`src/rtl/bus_select_arbiter.sv`:
```
// N-channel bus arbiter: req/ack handshake, encoded bus_select, bus_switch disable,
// fixed-priority or round-robin selection, bounded hold with preemption.
module bus_select_arbiter #(
  parameter int N_CH     = 4,
  parameter int SEL_W    = $clog2(N_CH),
  parameter int MODE     = 0,
  parameter int HOLD_MAX = 15,
  parameter int CNT_W    = 8
) (
  input  logic              clk,
  input  logic              rst_n,
  input  logic [N_CH-1:0]   req,
  input  logic              bus_switch,
  output logic [N_CH-1:0]   ack,
  output logic [SEL_W-1:0]  bus_select,
  output logic              bus_busy,
  output logic              preempt
);

  // Handshake: a channel holds req high for as long as it wants the bus; ack is
  // the registered grant and the owner keeps the bus until its req is seen low
  // (or a hold timeout preempts it). Every change of owner passes through one
  // cycle with ack == 0.

  typedef enum logic [1:0] {IDLE, GRANT, SWITCH} state_t;

  state_t             state, state_nxt;
  logic [SEL_W-1:0]   owner;
  logic [SEL_W-1:0]   last_owner;
  logic [CNT_W-1:0]   hold_cnt;
  logic               excl_vld;
  logic [SEL_W-1:0]   excl_idx;

  logic [N_CH-1:0]    eligible;
  logic               win_vld;
  logic [SEL_W-1:0]   win_idx;
  logic               do_grant;
  logic               do_preempt;
  logic               others_waiting;
  logic               hold_expired;
  int                 cand;

  // The channel preempted last cycle sits out exactly one arbitration.
  always_comb begin
    eligible = req;
    if (excl_vld) eligible[excl_idx] = 1'b0;
  end

  always_comb begin
    win_vld = 1'b0;
    win_idx = '0;
    cand    = 0;
    for (int i = 0; i < N_CH; i++) begin
      if (MODE == 1) cand = (int'(last_owner) + 1 + i) % N_CH;
      else           cand = i;
      if (!win_vld && eligible[cand]) begin
        win_vld = 1'b1;
        win_idx = SEL_W'(cand);
      end
    end
  end

  assign others_waiting = |(req & ~ack);
  assign hold_expired   = (HOLD_MAX != 0) && (hold_cnt == CNT_W'(HOLD_MAX));

  always_comb begin
    state_nxt  = state;
    do_grant   = 1'b0;
    do_preempt = 1'b0;
    if (bus_switch) begin
      state_nxt = IDLE;
    end else begin
      case (state)
        IDLE: begin
          if (win_vld) begin
            state_nxt = GRANT;
            do_grant  = 1'b1;
          end
        end
        GRANT: begin
          // A release at the timeout edge counts as a plain release.
          if (!req[owner]) begin
            state_nxt = SWITCH;
          end else if (hold_expired && others_waiting) begin
            state_nxt  = SWITCH;
            do_preempt = 1'b1;
          end
        end
        SWITCH: begin
          if (win_vld) begin
            state_nxt = GRANT;
            do_grant  = 1'b1;
          end else begin
            state_nxt = IDLE;
          end
        end
        default: state_nxt = IDLE;
      endcase
    end
  end

  always_ff @(posedge clk or negedge rst_n) begin
    if (!rst_n) begin
      state      <= IDLE;
      ack        <= '0;
      owner      <= '0;
      last_owner <= SEL_W'(N_CH - 1);
      hold_cnt   <= '0;
      preempt    <= 1'b0;
      excl_vld   <= 1'b0;
      excl_idx   <= '0;
    end else begin
      state    <= state_nxt;
      preempt  <= do_preempt;
      excl_vld <= do_preempt;
      excl_idx <= owner;
      if (do_grant) begin
        ack        <= {{(N_CH-1){1'b0}}, 1'b1} << win_idx;
        owner      <= win_idx;
        last_owner <= win_idx;
        hold_cnt   <= CNT_W'(1);
      end else if (state_nxt == GRANT) begin
        if (hold_cnt != {CNT_W{1'b1}}) hold_cnt <= hold_cnt + CNT_W'(1);
      end else begin
        ack      <= '0;
        owner    <= '0;
        hold_cnt <= '0;
      end
    end
  end

  assign bus_select = owner;
  assign bus_busy   = |ack;

endmodule

```
`config.mk`:
```
export PLATFORM = sky130hd
export DESIGN_NAME = bus_select_arbiter
export DESIGN_NICKNAME = d
export VERILOG_FILES = /design/src/rtl/bus_select_arbiter.sv
export SDC_FILE = /design/constraint.sdc
export NUM_CORES = 1
export LEC_CHECK = 0
export BUFFER_PORTS_ARGS = -buffer_cell sky130_fd_sc_hd__buf_4
export CAP_MARGIN = 0
export CORE_MARGIN = 2
export CORE_UTILIZATION = 45
export CTS_CLUSTER_SIZE = 8
export DETAILED_ROUTE_END_ITERATION = 8
export PLACE_DENSITY = 0.7
export SLEW_MARGIN = 20
export SYNTH_ARGS = -nofsm -noshare
export SYNTH_HDL_FRONTEND = slang
export SYNTH_SLANG_ARGS = --single-unit
```
`constraint.sdc`:
```
create_clock -name clk -period 4.3 [get_ports clk]
set_input_delay 0.43 -clock clk [delete_from_list [all_inputs] [get_ports clk]]
set_output_delay 0.43 -clock clk [all_outputs]
set_load 0.005 [all_outputs]
```
Word-level counts from Yosys, hierarchy flattened --
Cells that the tools add are included.
Cells by class: shifts and indexed selects 1, bitwise logic cells 4, order comparisons 3, reductions and logical operators 12, add/sub/neg operators 1, eq/ne operators 7, muxes and demuxes 32
Operator list (number):
- $mux W8 | 3
- $mux W2 | 8
- $mux W1 | 15
- $mux W4 | 3
- $add A8 B1 Y8 const B | 1
- $and A4 B4 Y4 | 2
- $eq A8 B4 Y1 const B | 1
- $ne A8 B8 Y1 const B | 1
- $not A4 Y4 | 2
- $reduce_or A4 Y1 | 2
- $lt A2 B3 Y1 const B | 2
- $pmux W2 S3 | 1
- $logic_and A1 B1 Y1 | 5
- $eq A2 B1 Y1 const B | 2
- $shl A1 B2 Y4 const A | 1
- $logic_not A1 Y1 | 3
- $ne A3 B2 Y1 const B | 1
- $bmux W1 S2 | 1
- $demux W1 S2 | 1
- $eq A2 B2 Y1 const B | 1
- $ge A2 B1 Y1 const B | 1
- $logic_not A2 Y1 | 1
- $ne A2 B2 Y1 const B | 1
- $reduce_or A2 Y1 | 1
Storage, ports and cells: bits in registers 19, word-level logic and storage cells 66

Depth between registers and ports, before layout --
Gate-level depths: netlist of the first run.
depth after elaboration 23, gate-level depth with buffers 6

Worst setup path before layout of the first run --
OpenSTA, ideal clock, no wires.
path type register -> register, from reg hold_cnt[0], to reg owner[0], in the netlist bus_select[0], stages on the path, launching flop included 7, period minus slack after synthesis 1.683 ns, path slack 2.617 ns, path buffers 1, arrival time 1.559 ns, data required time 4.176 ns, setup time 0.124 ns, path through dfrtp_1 -> ha_1 -> and2_1 -> buf_4 -> nand3_1 -> o211a_1 -> a211o_1
On the way: cells in the longest elaborated chain, start to end 8
RTL lines:
- start: declaration | RTL line 30 | logic [CNT_W-1:0] hold_cnt;
- start signal: assignment | RTL line 123 | if (hold_cnt != {CNT_W{1'b1}}) hold_cnt <= hold_cnt + CNT_W'(1);
- $eq A8 B4 Y1 | RTL line 64 | assign hold_expired = (HOLD_MAX != 0) && (hold_cnt == CNT_W'(HOLD_MAX));
- $logic_and A1 B1 Y1 | RTL line 84 | end else if (hold_expired && others_waiting) begin
- $mux W2 | RTL line 84
- $mux W2 | RTL line 82 | if (!req[owner]) begin
- $pmux W2 S3 | RTL line 73 | case (state)
- $mux W2 | RTL line 70 | if (bus_switch) begin
- $eq A2 B1 Y1 | RTL line 122 | end else if (state_nxt == GRANT) begin
- $ne A2 B2 Y1 (no source line)
- end signal: assignment | RTL line 119 | owner <= win_idx;
- end: declaration | RTL line 28 | logic [SEL_W-1:0] owner;
Every way passes these cells. A chain may end at the register's enable or synchronous reset.

Final worst setup path of the first run --
from reg hold_cnt[0], to reg hold_cnt[0]
On the way: cells in the longest elaborated chain, start to end 9, elaborated cells on any way between the ends 13, those cells by class add/sub: 1; eq/ne: 4; mux: 7; reduce/logical: 1
RTL lines:
- $eq A8 B4 Y1 | RTL line 64
- $logic_and A1 B1 Y1 | RTL line 84
- $mux W2 | RTL line 84
- $mux W2 | RTL line 82
- $pmux W2 S3 | RTL line 73
- $mux W2 | RTL line 70
- $eq A2 B1 Y1 | RTL line 122
- $mux W8 | RTL line 122
- $mux W8 | RTL line 117 | if (do_grant) begin
Parallel ways exist; a longest one is shown, timed or not. The select of a mux whose other input is x is not followed.

==> metrics.md, run 1 <==
| Metric | Value |
|---|---|
| Io pins | 15 |
| Crit path DAT | 2.08 ns |
| WL final | approximately 2200 um |
| Worst hold path class | in2reg |
| Initial antenna violation count | 0 |
| Area leader, netlist | dfrtp_1 |
| PwrDens | between 200 and 300 mW/mm2 |
| Post-synthesis compound-gate area fraction | 22.25% |
| Initial Util | 47.23% |
| Drt via density | approximately 6.1 |
| Final Slew Violations | 0 |
| # DRC | 0 |
| Sequential area share after synthesis | about 46% |
| Critical Path Fanout Max | 10 |
| Htree depth | 1 |
| Critical path cell sequence | ha_1, and2_1, nand3_1, o211ai_2, o32ai_1 |
| Layout cells sized above 1 | 20.87% |
| Seq cells post-synth | 19 |
| Setup Skew | between 0.0015 and 0.002 ns |
| Worst Reg-to-Reg Cells | 5 |
| Upper clock frequency limit | 0.5255 GHz |
| Setup slack, reg-to-reg | approximately 2.4 ns |
| Core area | around 0.0022 mm2 |
| Max Cap Viol | 0 |
| Post-synthesis cell type count | between 40 and 50 |
| DIE HEIGHT | roughly 52 um |
| Adder-Cell Fraction of Synth Area | between 1 and 1.5% |
| Worst-Skew Late Latency | ~0.31 ns |
| Root buffer cell | clkbuf_4 |
| Pre-Repair DR Iteration Count | 4 |
| Post-Synthesis Cell Area | ~0.0010 mm2 |
| Total Die Area | around 0.0027 mm2 |
| CP Buf/Inv Count | 0 |
| CP Class | reg2reg |
| Measured slew at the worst slew-check pin | about 0.45 ns |
| Commonest non-fill, non-tap cell in the layout | dfrtp_1 |
| Slew headroom | 69.98% |
| Vias in the first global route | 823 |
| Synthesis Warnings | 0 |
| Synth top area share | between 40% and 50% |
| CP required | ~4.5 ns |
| Row cnt | 17 |
| Syn Nets | 107 |
| Initial DRC count | 25 |
| Post-CTS sizing | 0 |
| Outcome | finished, final reports clean |
| Pin count of the biggest net entering global routing | 20 |
| RSZ-0062 raised after global routing | no |
| Ys async rst share | 100.0% |
| Gr ovfl total | 0 |
| Synth Area in XOR/XNOR | between 2 and 3% |
| CP top delay family | compound AO/OA/AOI/OAI gates |
| Main combinational cell family by area after synthesis | compound AO/OA/AOI/OAI gates |
| Placer Congestion | 0.7869 |
| Critical path launch point type | register |
| Mux cell area share after synthesis | 3.144% |
| Delay of the slowest cell on the worst path | around 0.45 ns |
| FILL cells | around 210 |
| CTS clock-pin slew for the worst setup and hold paths | 0.11 ns |
| Post-Place Cell Area | ~0.0012 mm2 |
| Postcts setup bufs | 0 |
| WP depth | 5 |
| Pleak | roughly 0.52 nW |
| Post-Syn Instances | between 90 and 100 |
| Hold-fix buffers, CTS | 1 |
| Final min period | about 1.9 ns |
| Commonest non-fill, non-tap cells in the layout | dfrtp_1 (19), buf_4 (14), nor2_1 (7), nand3_1 (7) |
| Worst Hold Depth | 2 |
| CP endpoint kind | register |
| Fin. Hold Viols | 0 |
| Post-Synth Simple-Gate Area | between 20% and 30% |
| CTS sink cnt | 19 |
| CTS Buf Count | 3 |
| Synthesized area per cell | ~10 um2 |
| Die W | roughly 52 um |
| Sequential standard cell area | between 400 and 500 um2 |
| Peak VDD IR | between 200 and 300 uV |
| Total GRT Usage | roughly a fifth |
| Vias | ~870 |
| First-pass GRT wire length | about 3700 um |
| Dpl hpwl | around 1600 um |
| Design area | roughly 0.0012 mm2 |
| Antenna-violating nets left | 0 |
| Crit share post-route | 44.25% |
| # setup viols final | 0 |
| Ys flop type | dfrtp_1 |
| Antenna cells | 0 |
| Area grow syn2layout | 15.24% |
| CTS tree | built |
| Area contributors post-synth | dfrtp_1 (46%), nand3_1 (3.4%), a2111oi_4 (2.7%), nor2_1 (2.5%), xnor2_1 (2.5%) |
| Nets@finish | about 120 |
| IO Port Bufs | 14 |
| Final TNS setup | 0 ns |
| Number of enable flip-flop cells after synthesis | 0 |
| Clock Tree Buf Depth | 2 |
| Critical-path cell with the highest stage delay | o211ai_2 |
| Routed len/inst | ~15 um |
| Overall power | between 0.3 and 0.4 mW |
| Area of the multi-input gates | between 500 and 600 um2 |
worst register-to-register path, delay by kind of cell, from the launching register on:
| kind | cells | cell delay [ns] |
|---|---|---|
| AOI/OAI and AO/OA | 2 | 0.61 |
| adders and majority gates | 1 | 0.25 |
| DFF | 1 | 0.44 |
| and+or+nand+nor | 2 | 0.47 |
routing by layer:
metal | global-route usage, % | vias to the layer above | share of wire (%)
li1 | - | 409 | -
met1 | 22.59 | 414 | 42
met2 | 32.49 | 39 | 49
met3 | 6.609 | 6 | 6.2
met4 | 7.456 | 0 | 2.4
met5 | 0 | - | 0
sequential cells by signal, indices dropped and copies added (netlist names):
signal      cells
bus_select      2
hold_cnt        8
state           2
excl_idx        2
ack             4
excl_vld        1
report_power, final:
part	leakage (nW)	internal, mW	total [mW]	switching, mW
clock network	0.0150	0.0363	0.0947	0.0584
logic	0.250	0.0243	0.0479	0.0236
registers	0.259	0.186	0.194	0.00840
path summary, 6_finish.rpt:
kind                               startpoint           to
worst max register to register    hold_cnt[0]  hold_cnt[0]
min in group asynchronous               rst_n  hold_cnt[3]
max in group asynchronous               rst_n  hold_cnt[0]
worst min register to register  bus_select[1]  excl_idx[1]
worst max-delay path              hold_cnt[0]  hold_cnt[0]
worst min-delay path               bus_switch     state[0]
kinds of logic after synthesis:
| family | count (synthesis) |
|---|---|
| simple gates | 40 |
| compound gates | 28 |
| flops | 19 |
| buf+inv | 6 |
| xor+xnor | 3 |
| mux | 2 |
| fa+ha+maj | 1 |
synth_stat cells, types with 2 or more instances:
master / count
dfrtp_1: 19
nand3_1: 7
nor2_1: 7
nand2_1: 4
o21ai_0: 4
a211oi_1: 3
a31oi_1: 3
inv_1: 3
nor3_1: 3
xnor2_1: 3
a211o_1: 2
a21o_2: 2
a21oi_1: 2
and2_1: 2
and3_1: 2
and4_1: 2
buf_4: 2
nand3b_1: 2
nor2b_1: 2
nor3b_1: 2
area by class of cell:
cell class	instances	area share [%]
tap	28	2.938
timing repair buffer	15	9.654
multi-input combinational	74	44.39
clock buffer	4	2.204
inverter	3	0.9444
sequential	19	39.87
through the flow:
step	setup WS, ns	utilization, %	instances	hold slack [ns]
after floorplan	2.617	-	99	0.1344
after global placement	2.518	52.77	138	0.3161
after detailed placement	2.432	52.77	138	0.3145
after CTS	2.413	54.43	143	0.3081
after global routing	2.169	54.43	143	0.3070
final	2.397	54.43	143	0.3165
Power figures use the tool's default switching activity.
==> run 2, diff against run 1 <==
PLACE_DENSITY = 0.73   (was 0.7)
clock period = 1.71 ns   (was 4.3 ns; I/O delays follow)
==> metrics.md, run 2 (synthesis results as in run 1) <==
| Metric | Value |
|---|---|
| Outcome | finished, final reports clean |
| Measured slew at the worst slew-check pin | 0.5447 ns (+0.09576 ns) |
| Fin Hold WS | 0.07792 ns (-0.2386 ns) |
| RSZ-0062 raised after global routing | yes |
| Gr ovfl total | 0 (unchanged) |
| Io pins | 15 (unchanged) |
| Critical Path Fanout Max | 5 (-5) |
| Drt via density | 6.046 (-0.40%) |
| Upper clock frequency limit | 0.5929 GHz (+13%) |
| Setup WS pre-CTS | 0.03545 ns (-2.396 ns) |
| Hold Crit Start | bus_switch |
| Critical path launch point type | register |
| Htree depth | 1 (unchanged) |
| First-pass GRT wire length | 3960 um (+6.1%) |
| CTS Buf Count | 3 (unchanged) |
| Postcts setup bufs | 0 (unchanged) |
| Fin. Hold Viols | 0 (unchanged) |
| Row cnt | 17 (unchanged) |
| # DRC | 0 (unchanged) |
| PwrDens | 666.8 mW/mm2 (+140%) |
| Crit path DAT | 1.88 ns (-0.20 ns) |
| Critical path cell sequence | nor4_1, nand3_1, o211a_4, a211o_1 |
| Area of the multi-input gates | 541.8 um2 (+2.4%) |
| Pre-Repair DR Iteration Count | 4 (unchanged) |
| Antenna cells | 0 (unchanged) |
| Root buffer cell | clkbuf_4 |
| Final TNS setup | 0 ns (unchanged) |
| Critical-path cell with the highest stage delay | dfrtp_1 |
| IO Port Bufs | 14 (unchanged) |
| Die W | 51.95 um (unchanged) |
| Slew headroom | 63.61% (-6.4 points) |
| Pleak | 0.5697 nW (+8.7%) |
| Pin count of the biggest net entering global routing | 20 (unchanged) |
| Initial Util | 47.23% (unchanged) |
| CTS tree | built |
| Core area | 0.002191 mm2 (unchanged) |
| Worst hold path class | in2reg |
| DIE HEIGHT | 51.95 um (unchanged) |
| Largest register FFs | 8 (unchanged) |
| CP Class | reg2reg |
| Total GRT Usage | 19.94% (+0.58 points) |
| Peak VDD IR | 530.2 uV (+99%) |
| WL final | 2357 um (+6.4%) |
| Crit share post-route | 98.63% (+54 points) |
| Commonest non-fill, non-tap cell in the layout | buf_4 |
| Setup Skew | 0.007577 ns (+0.005626 ns) |
| CTS clock-pin slew for the worst setup and hold paths | 0.11 ns (about the same) |
| CTS sink cnt | 19 (unchanged) |
| Clock Tree Buf Depth | 2 (unchanged) |
| Setup slack, reg-to-reg | 0.02 ns (-2.37 ns) |
| Nets@finish | 134 (+8.1%) |
| # setup viols final | 0 (unchanged) |
| Top Registers | hold_cnt x8, ack x4 |
| CP endpoint kind | register |
| Routed len/inst | 15.41 um (-0.59%) |
| Commonest non-fill, non-tap cells in the layout | buf_4 (24), dfrtp_1 (19), nor2_1 (7), nand3_1 (7) |
| Post-Place Cell Area | 0.001231 mm2 (+6.5%) |
| Worst Hold End | state[0] |
| Total Die Area | 0.002699 mm2 (unchanged) |
| Vias in the first global route | 831 (+0.97%) |
| Design area | 0.001280 mm2 (+7.3%) |
| Most flop-heavy register | hold_cnt |
| FILL cells | 186 (-10%) |
| CP required | 1.90 ns (-2.58 ns) |
| Placer Congestion | 0.9718 (+23%) |
| Initial antenna violation count | 0 (unchanged) |
| Final min period | 1.686 ns (-0.2163 ns) |
| Worst-Skew Late Latency | 0.30 ns (about the same) |
| CP top delay family | compound AO/OA/AOI/OAI gates |
| CP Buf/Inv Count | 0 (unchanged) |
| Layout cells sized above 1 | 28.80% (+7.9 points) |
| RR Endpoint | bus_select[0] |
| Setup ws final | 0.02350 ns (-2.374 ns) |
| Delay of the slowest cell on the worst path | 0.43 ns (-0.02 ns) |
| Sequential standard cell area | 475.5 um2 (unchanged) |
| Worst Hold Depth | 2 (unchanged) |
| Final Slew Violations | 0 (unchanged) |
| Area grow syn2layout | 23.70% |
| Vias | 925 (+6.6%) |
| Antenna-violating nets left | 0 (unchanged) |
| FF-to-FF Start | hold_cnt[5] |
| Dpl hpwl | 1798 um (+12%) |
| Initial DRC count | 45 (+80%) |
| Worst Reg-to-Reg Cells | 4 (-1) |
| Max Cap Viol | 0 (unchanged) |
==> run 2: cell count changes in the layout (fill, tap and decap cells not counted) <==
cell | before | now
o211a_4 | 0 | 1
buf_4 | 14 | 24
o211a_1 | 1 | 0
a22oi_1 | 1 | 0
a22oi_2 | 0 | 1
==> run 2: area by class of cell <==
| class | instances | area share (%) |
|---|---|---|
| multi-input cells | 74 | 42.33 |
| repair buffers | 25 | 14.86 |
| well taps | 28 | 2.737 |
| flip-flops and latches | 19 | 37.15 |
| inverters | 3 | 0.8798 |
| clock buffers | 4 | 2.053 |
==> run 2: stage by stage <==
stage	std cells	utilization (%)	total power [mW]
6_report	153	58.42	0.8535
5_1_grt	153	58.42	0.8957
4_1_cts	153	57.85	0.8589
3_5_place_dp	148	56.20	0.6325
3_3_place_gp	148	56.20	0.6282
2_1_floorplan	99	-	0.5578
==> run 2: worst max-delay path by stage <==
stage,startpoint,end,cells past startpoint
detailed placement,hold_cnt[5],bus_select[0],4
CTS,hold_cnt[5],bus_select[0],4
global route,hold_cnt[1],hold_cnt[7],6
global placement,bus_select[0],bus_select[0],3
finish,hold_cnt[5],bus_select[0],4
floorplan,hold_cnt[0],bus_select[0],6
==> run 2: what timing repair did <==
item	in CTS	in global routing
setup endpoints to repair	0	4
hold buffers	1	0
endpoints found under the hold margin	19	0
gates resized for setup	0	2
==> run 2: worst register-to-register path: cells and delay by family, from the launching register on <==
family	cells	cell delay [ns]
compound gates	2	0.62
flops	1	0.43
simple gates	2	0.54
==> run 2: per-layer routing <==
layer / wire [um] / up-vias / GRT usage, %
li1: - / 435 / -
met1: 1083 / 435 / 28.73
met2: 1041 / 45 / 29.75
met3: 162 / 10 / 4.023
met4: 69 / 0 / 6.579
met5: 0 / - / 0
==> run 2: power breakdown <==
group	internal, mW	switching [mW]
clock network	0.0908	0.133
logic	0.0732	0.0708
registers	0.468	0.0177
total	0.632	0.222
